## src/rtl/fc_pkg.sv

```systemverilog
// Shared constants and types for the fully_connected layer and its input packer.
package fc_pkg;

    localparam int FC_FAN_IN_W = 960;
    localparam int FC_NODES    = 10;
    localparam int FC_BIAS_W   = 8;
    localparam int FC_OUT_W    = 17;

    typedef enum logic {FILL, HOLD} fc_pack_state_t;

    typedef logic [FC_FAN_IN_W-1:0] fc_vec_t;

endpackage

```

## src/rtl/fc_beat_popcount.sv

```systemverilog
// Combinational count of set bits in one activation beat.
module fc_beat_popcount #(
    parameter  int BEAT_W = 32,
    localparam int CNT_W  = $clog2(BEAT_W + 1)
) (
    input  logic [BEAT_W-1:0] bits_i,
    output logic [CNT_W-1:0]  count_o
);

    always_comb begin
        count_o = '0;
        for (int i = 0; i < BEAT_W; i++) begin
            count_o = count_o + CNT_W'(bits_i[i]);
        end
    end

endmodule

```

## src/rtl/fc_fan_in_packer.sv

```systemverilog
// Packs BEAT_W-bit activation beats MSB-first into one FAN_IN_W-bit fan_in vector.
// Define FC_PACK_POPCNT_EN to accumulate the vector popcount; otherwise popcount reads 0.
//
// state | meaning
// FILL  | accepting beats into fan_in, in_ready high (except during rst)
// HOLD  | complete vector presented, out_valid high, input stalled
module fc_fan_in_packer
    import fc_pkg::*;
#(
    parameter int FAN_IN_W = FC_FAN_IN_W,
    parameter int BEAT_W   = 32
) (
    input  logic                          clk,
    input  logic                          rst,
    input  logic                          in_valid,
    output logic                          in_ready,
    input  logic [BEAT_W-1:0]             in_data,
    input  logic                          in_last,
    output logic                          out_valid,
    input  logic                          out_ready,
    output logic [FAN_IN_W-1:0]           fan_in,
    output logic [$clog2(FAN_IN_W+1)-1:0] popcount,
    output logic                          frame_err
);

    localparam int BEATS = FAN_IN_W / BEAT_W;
    localparam int CNT_W = (BEATS > 1) ? $clog2(BEATS) : 1;
    localparam int PC_W  = $clog2(FAN_IN_W + 1);
    localparam logic [CNT_W-1:0] LAST_BEAT = CNT_W'(BEATS - 1);

    generate
        if (FAN_IN_W % BEAT_W != 0) begin : g_bad_width
            $error("fc_fan_in_packer: FAN_IN_W must be a multiple of BEAT_W");
        end
    endgenerate

    fc_pack_state_t       state_q, state_d;
    logic [CNT_W-1:0]     cnt_q, cnt_d;
    logic [FAN_IN_W-1:0]  fan_in_q, fan_in_d;
    logic                 frame_err_q, frame_err_d;
    logic                 accept;
    logic                 last_beat;

    assign accept    = in_valid && in_ready;
    assign last_beat = (cnt_q == LAST_BEAT);

    always_comb begin
        state_d     = state_q;
        cnt_d       = cnt_q;
        fan_in_d    = fan_in_q;
        frame_err_d = 1'b0;
        in_ready    = (state_q == FILL) && !rst;
        out_valid   = (state_q == HOLD);
        case (state_q)
            FILL: begin
                if (accept) begin
                    for (int b = 0; b < BEATS; b++) begin
                        if (cnt_q == CNT_W'(b)) begin
                            fan_in_d[FAN_IN_W-1-b*BEAT_W -: BEAT_W] = in_data;
                        end
                    end
                    if (last_beat) begin
                        state_d     = HOLD;
                        frame_err_d = !in_last;
                    end else if (in_last) begin
                        // Short frame: restart at beat 0, stale bits get overwritten.
                        cnt_d       = '0;
                        frame_err_d = 1'b1;
                    end else begin
                        cnt_d = cnt_q + CNT_W'(1);
                    end
                end
            end
            HOLD: begin
                if (out_ready) begin
                    state_d = FILL;
                    cnt_d   = '0;
                end
            end
            default: state_d = FILL;
        endcase
    end

    always_ff @(posedge clk) begin
        if (rst) begin
            state_q     <= FILL;
            cnt_q       <= '0;
            fan_in_q    <= '0;
            frame_err_q <= 1'b0;
        end else begin
            state_q     <= state_d;
            cnt_q       <= cnt_d;
            fan_in_q    <= fan_in_d;
            frame_err_q <= frame_err_d;
        end
    end

    assign fan_in    = fan_in_q;
    assign frame_err = frame_err_q;

`ifdef FC_PACK_POPCNT_EN
    logic [$clog2(BEAT_W+1)-1:0] beat_pc;
    logic [PC_W-1:0]             pop_q, pop_d;

    fc_beat_popcount #(.BEAT_W(BEAT_W)) u_beat_popcount (
        .bits_i  (in_data),
        .count_o (beat_pc)
    );

    always_comb begin
        pop_d = pop_q;
        if (accept) begin
            if (!last_beat && in_last) begin
                pop_d = '0;
            end else if (cnt_q == '0) begin
                pop_d = PC_W'(beat_pc);
            end else begin
                pop_d = pop_q + PC_W'(beat_pc);
            end
        end
    end

    always_ff @(posedge clk) begin
        if (rst) begin
            pop_q <= '0;
        end else begin
            pop_q <= pop_d;
        end
    end

    assign popcount = pop_q;
`else
    assign popcount = '0;
`endif

endmodule
```

## config.mk

```make
export PLATFORM = sky130hd
export DESIGN_NAME = fc_fan_in_packer
export DESIGN_NICKNAME = d
export VERILOG_FILES = /design/src/rtl/fc_pkg.sv /design/src/rtl/fc_beat_popcount.sv /design/src/rtl/fc_fan_in_packer.sv
export SDC_FILE = /design/constraint.sdc
export NUM_CORES = 2
export LEC_CHECK = 0
export CAP_MARGIN = 20
export CORE_AREA = 2 2 395 397
export CTS_CLUSTER_SIZE = 30
export DETAILED_ROUTE_END_ITERATION = 6
export DIE_AREA = 0 0 397 399
export PLACE_DENSITY = 0.51
export REMOVE_ABC_BUFFERS = 1
export SLEW_MARGIN = 20
export SYNTH_ARGS = -nofsm -noshare
export SYNTH_HDL_FRONTEND = slang
export SYNTH_SLANG_ARGS = --single-unit
```

## constraint.sdc

```tcl
create_clock -name clk -period 2 [get_ports clk]
set_clock_uncertainty 0.1 [all_clocks]
set_input_delay 0.3 -clock clk [delete_from_list [all_inputs] [get_ports clk]]
set_output_delay 0.3 -clock clk [all_outputs]
set_load 0.005 [all_outputs]
```

==> key figures <==
Run status
  – Status: finished, violations left
  – Failing checks: DRC

STA
  – Setup violators final: 0
  – Max-slew violations: 0
  – Final Hold Vio Count: 0
  – Crit share post-route: 0.987
  – Maximum clock rate: 506 MHz
  – Worst rel slew slack: 0.399
  – Hold_ws: between 0.2 and 0.25 ns
  – Tightest Pin Transition: 0.902 ns
  – Final min period: just under 2 ns
  – RSZ-0062 raised after global routing: yes

Drt
  – Vias per Instance: just over 5
  – Met3 WL: about 14 mm
  – Pre-antenna DRT Iters: 7
  – Top sig layer: met5
  – Final WL: 195 mm
  – Antenna viol nets, final: 0
  – Initial drt markers: between 3000 and 4000
  – # DRC: 2
  – Met2 wire len: approximately 91 mm
  – Metal-1 WL: roughly 79 mm
  – Via count: between 30000 and 40000
  – Wire per inst: ~26 um

Synth
  – Async SR Flop Fraction: 0
  – Mapped cell area: between 30000 and 40000 um^2
  – Top cells by count, synth: dfxtp_1, a21oi_1, nand3_1, o21ai_0, clkbuf_1
  – Yosys Warn Count: 0
  – Netlist cell types: between 40 and 50
  – Number of synthesized flops with an enable pin: 0
  – Sequential area share after synthesis: 0.519
  – Synthesized instance count: approximately 4500
  – #FFs+latches synth: around 970
  – Yosys top cell area share: 0.519
  – Mean Syn Cell Area: around 8.3 um^2
  – Post-synth top area cell: dfxtp_1
  – Post-synth top flop: dfxtp_1
  – Synth top area cells: dfxtp_1, a21oi_1, nand3_1, o21ai_0, clkbuf_1
  – Top-count cell post-synth: dfxtp_1

Clock network
  – Skew-Pair Late Insertion Delay: ~0.75 ns
  – Clock tree buffer depth: 3
  – Clk slew on worst S/H paths: about 0.06 ns
  – CTS Buf Count: 110
  – CTS sink cnt: a little under 1000
  – CTS tree: done
  – Clock Tree Root: clkbuf_16
  – H-tree levels: 3

Place
  – Dpl hpwl: roughly 120 mm
  – Placed Cells: around 7300
  – Count of input and output buffers: around 1000
  – GP Congestion: between 0.8 and 0.9

Power and ir drop
  – Pwr dens: roughly 800 nW/um^2
  – Static leakage: 23.4 nW
  – Worst VDD drop: approximately 0.84 mV

Global routing
  – Gr usage total: 0.227
  – Total grt overflow: 0
  – Vias in the first global route: 35900
  – Largest net degree at the start of global routing: 177
  – Global-route wire length before repair: approximately 270 mm
  – Initial antenna violation count: 6

Cells and area
  – Fill count: roughly 16000
  – Ratio of cells with drive above 1 in the final layout: 0.139
  – # nets final: 5458
  – Non-filler instance count after layout: ~7600
  – Area of the multi-input gates: between 15000 and 20000 um^2
  – Sequential Area: 19500 um^2
  – Area grow syn2layout: 48.6%
  – Core Util, Final: 0.361

Die
  – Die area: 158000 um^2
  – Core ar.: about 150000 um^2
  – Boundary Pins: about 1000
  – Die Height: around 400 um
  – Starting Density: 0.243
  – Die span in x: around 400 um
  – Cell Rows: 144

Worst setup path
  – Worst path cell trace: buf_12 > or4b_4 > buf_12 > o21ai_0 > a21oi_1
  – Cell with the most instances on the worst path: buf_12
  – Critical path class: flop to flop
  – Worst Path Required: 2.47 ns
  – Max stage delay on crit path: around 0.58 ns
  – Worst Setup End Kind: flop
  – Critical Path Slowest Stage Cell: or4b_4
  – CP max FO: 37
  – WP data arrival: between 2 and 2.5 ns
  – Critical Path Start Type: flop

Run
  – Maxcap violations: 0

Worst hold path
  – Worst Hold Class: primary input to flop
-- path summary, 6_finish.rpt --
kind	start	endpoint	slack, ns	depth (start not counted)
worst max-delay path	cnt_q[3]$_SDFFE_PP0P_	fan_in[320]$_SDFFE_PP0P_	0.03	5
worst min-delay path	in_last	frame_err$_SDFF_PP0_	0.22	3
worst max register to register	cnt_q[3]$_SDFFE_PP0P_	fan_in[320]$_SDFFE_PP0P_	0.03	5
worst min register to register	fan_in[468]$_SDFFE_PP0P_	fan_in[468]$_SDFFE_PP0P_	0.35	2
-- kinds of logic after synthesis --
logic type | count (synthesis) | synth area share
simple gates | 1083 | 0.153
buf+inv | 626 | 0.0709
mux | 66 | 0.0177
compound gates | 1770 | 0.238
other cells | 1 | 0.000101
fa+ha+maj | 5 | 0.00168
flops | 967 | 0.519
-- routing by layer --
| layer | vias up | global-route usage |
|---|---|---|
| met5 | - | 0 |
| met4 | 2 | 0.128 |
| met3 | 371 | 0.0426 |
| met2 | 1847 | 0.363 |
| met1 | 19000 | 0.286 |
| li1 | 17800 | - |
-- critical path, delay by kind of cell, from the launching register on --
| kind | cells | cell delay [ns] |
|---|---|---|
| flip-flops | 1 | 0.39 |
| AND/OR/NAND/NOR | 1 | 0.58 |
| AO/OA/AOI/OAI | 2 | 0.31 |
| buffers and inverters | 2 | 0.36 |
-- sequential cells by signal, indices dropped and copies added (netlist names) --
name / count
cnt_q: 5
fan_in: 960
frame_err: 1
out_valid: 1
-- per-stage QoR --
step / worst slack (ns) / total power [mW] / TNS, ns / cell area, um^2
detailed placement: -0.303 / 22.3 / -103.31 / 51600
finish: 0.0254 / 43.8 / 0 / 55400
CTS: 0.00488 / 44.1 / 0 / 54900
global route: -0.0333 / 45.0 / -0.266 / 55400
floorplan: -6.35 / 20.2 / -3428.11 / 34700
global placement: -0.294 / 22.3 / -107.39 / 51600
-- cell usage in the layout, fill, tap and decap left out, drive strengths merged, types with 10 or more instances in the layout --
| cell | count |
|---|---|
| dfxtp | 967 |
| dlygate4sd2 | 961 |
| a21oi | 899 |
| o21ai | 867 |
| nand3 | 866 |
| buf | 391 |
| clkbuf | 173 |
| nand2b | 101 |
| nand2 | 68 |
| mux2i | 66 |
| dlygate4sd3 | 33 |
| clkinv | 24 |
| bufinv | 12 |
| conb | 10 |
-- cell type report --
cell class | instances | share of cell area
Inverter | 4 | 0.000271
Sequential cell | 967 | 0.352
Antenna cell | 1 | 0.0000451
Tap cell | 2044 | 0.0461
Multi-Input combinational cell | 2934 | 0.281
Clock inverter | 42 | 0.0116
Timing Repair Buffer | 1399 | 0.250
Clock buffer | 162 | 0.0591
-- timing repair --
action / 4_1_cts / 5_1_grt
hold buffers: 33 / 0
pin swaps: 2 / 7
cloned: 1 / 13
endpoints found under the setup margin: 971 / 378
hold endpoints to repair: 738 / 0
gates resized for setup: 1103 / 64
setup buffers: 5 / 17
-- power by group --
group	switching [mW]	internal, mW	leakage (nW)
combinational	1.86	0.704	13.6
clock	8.92	12.9	1.93
sequential	0.0308	19.3	7.86
Power figures use the tool's default switching activity.
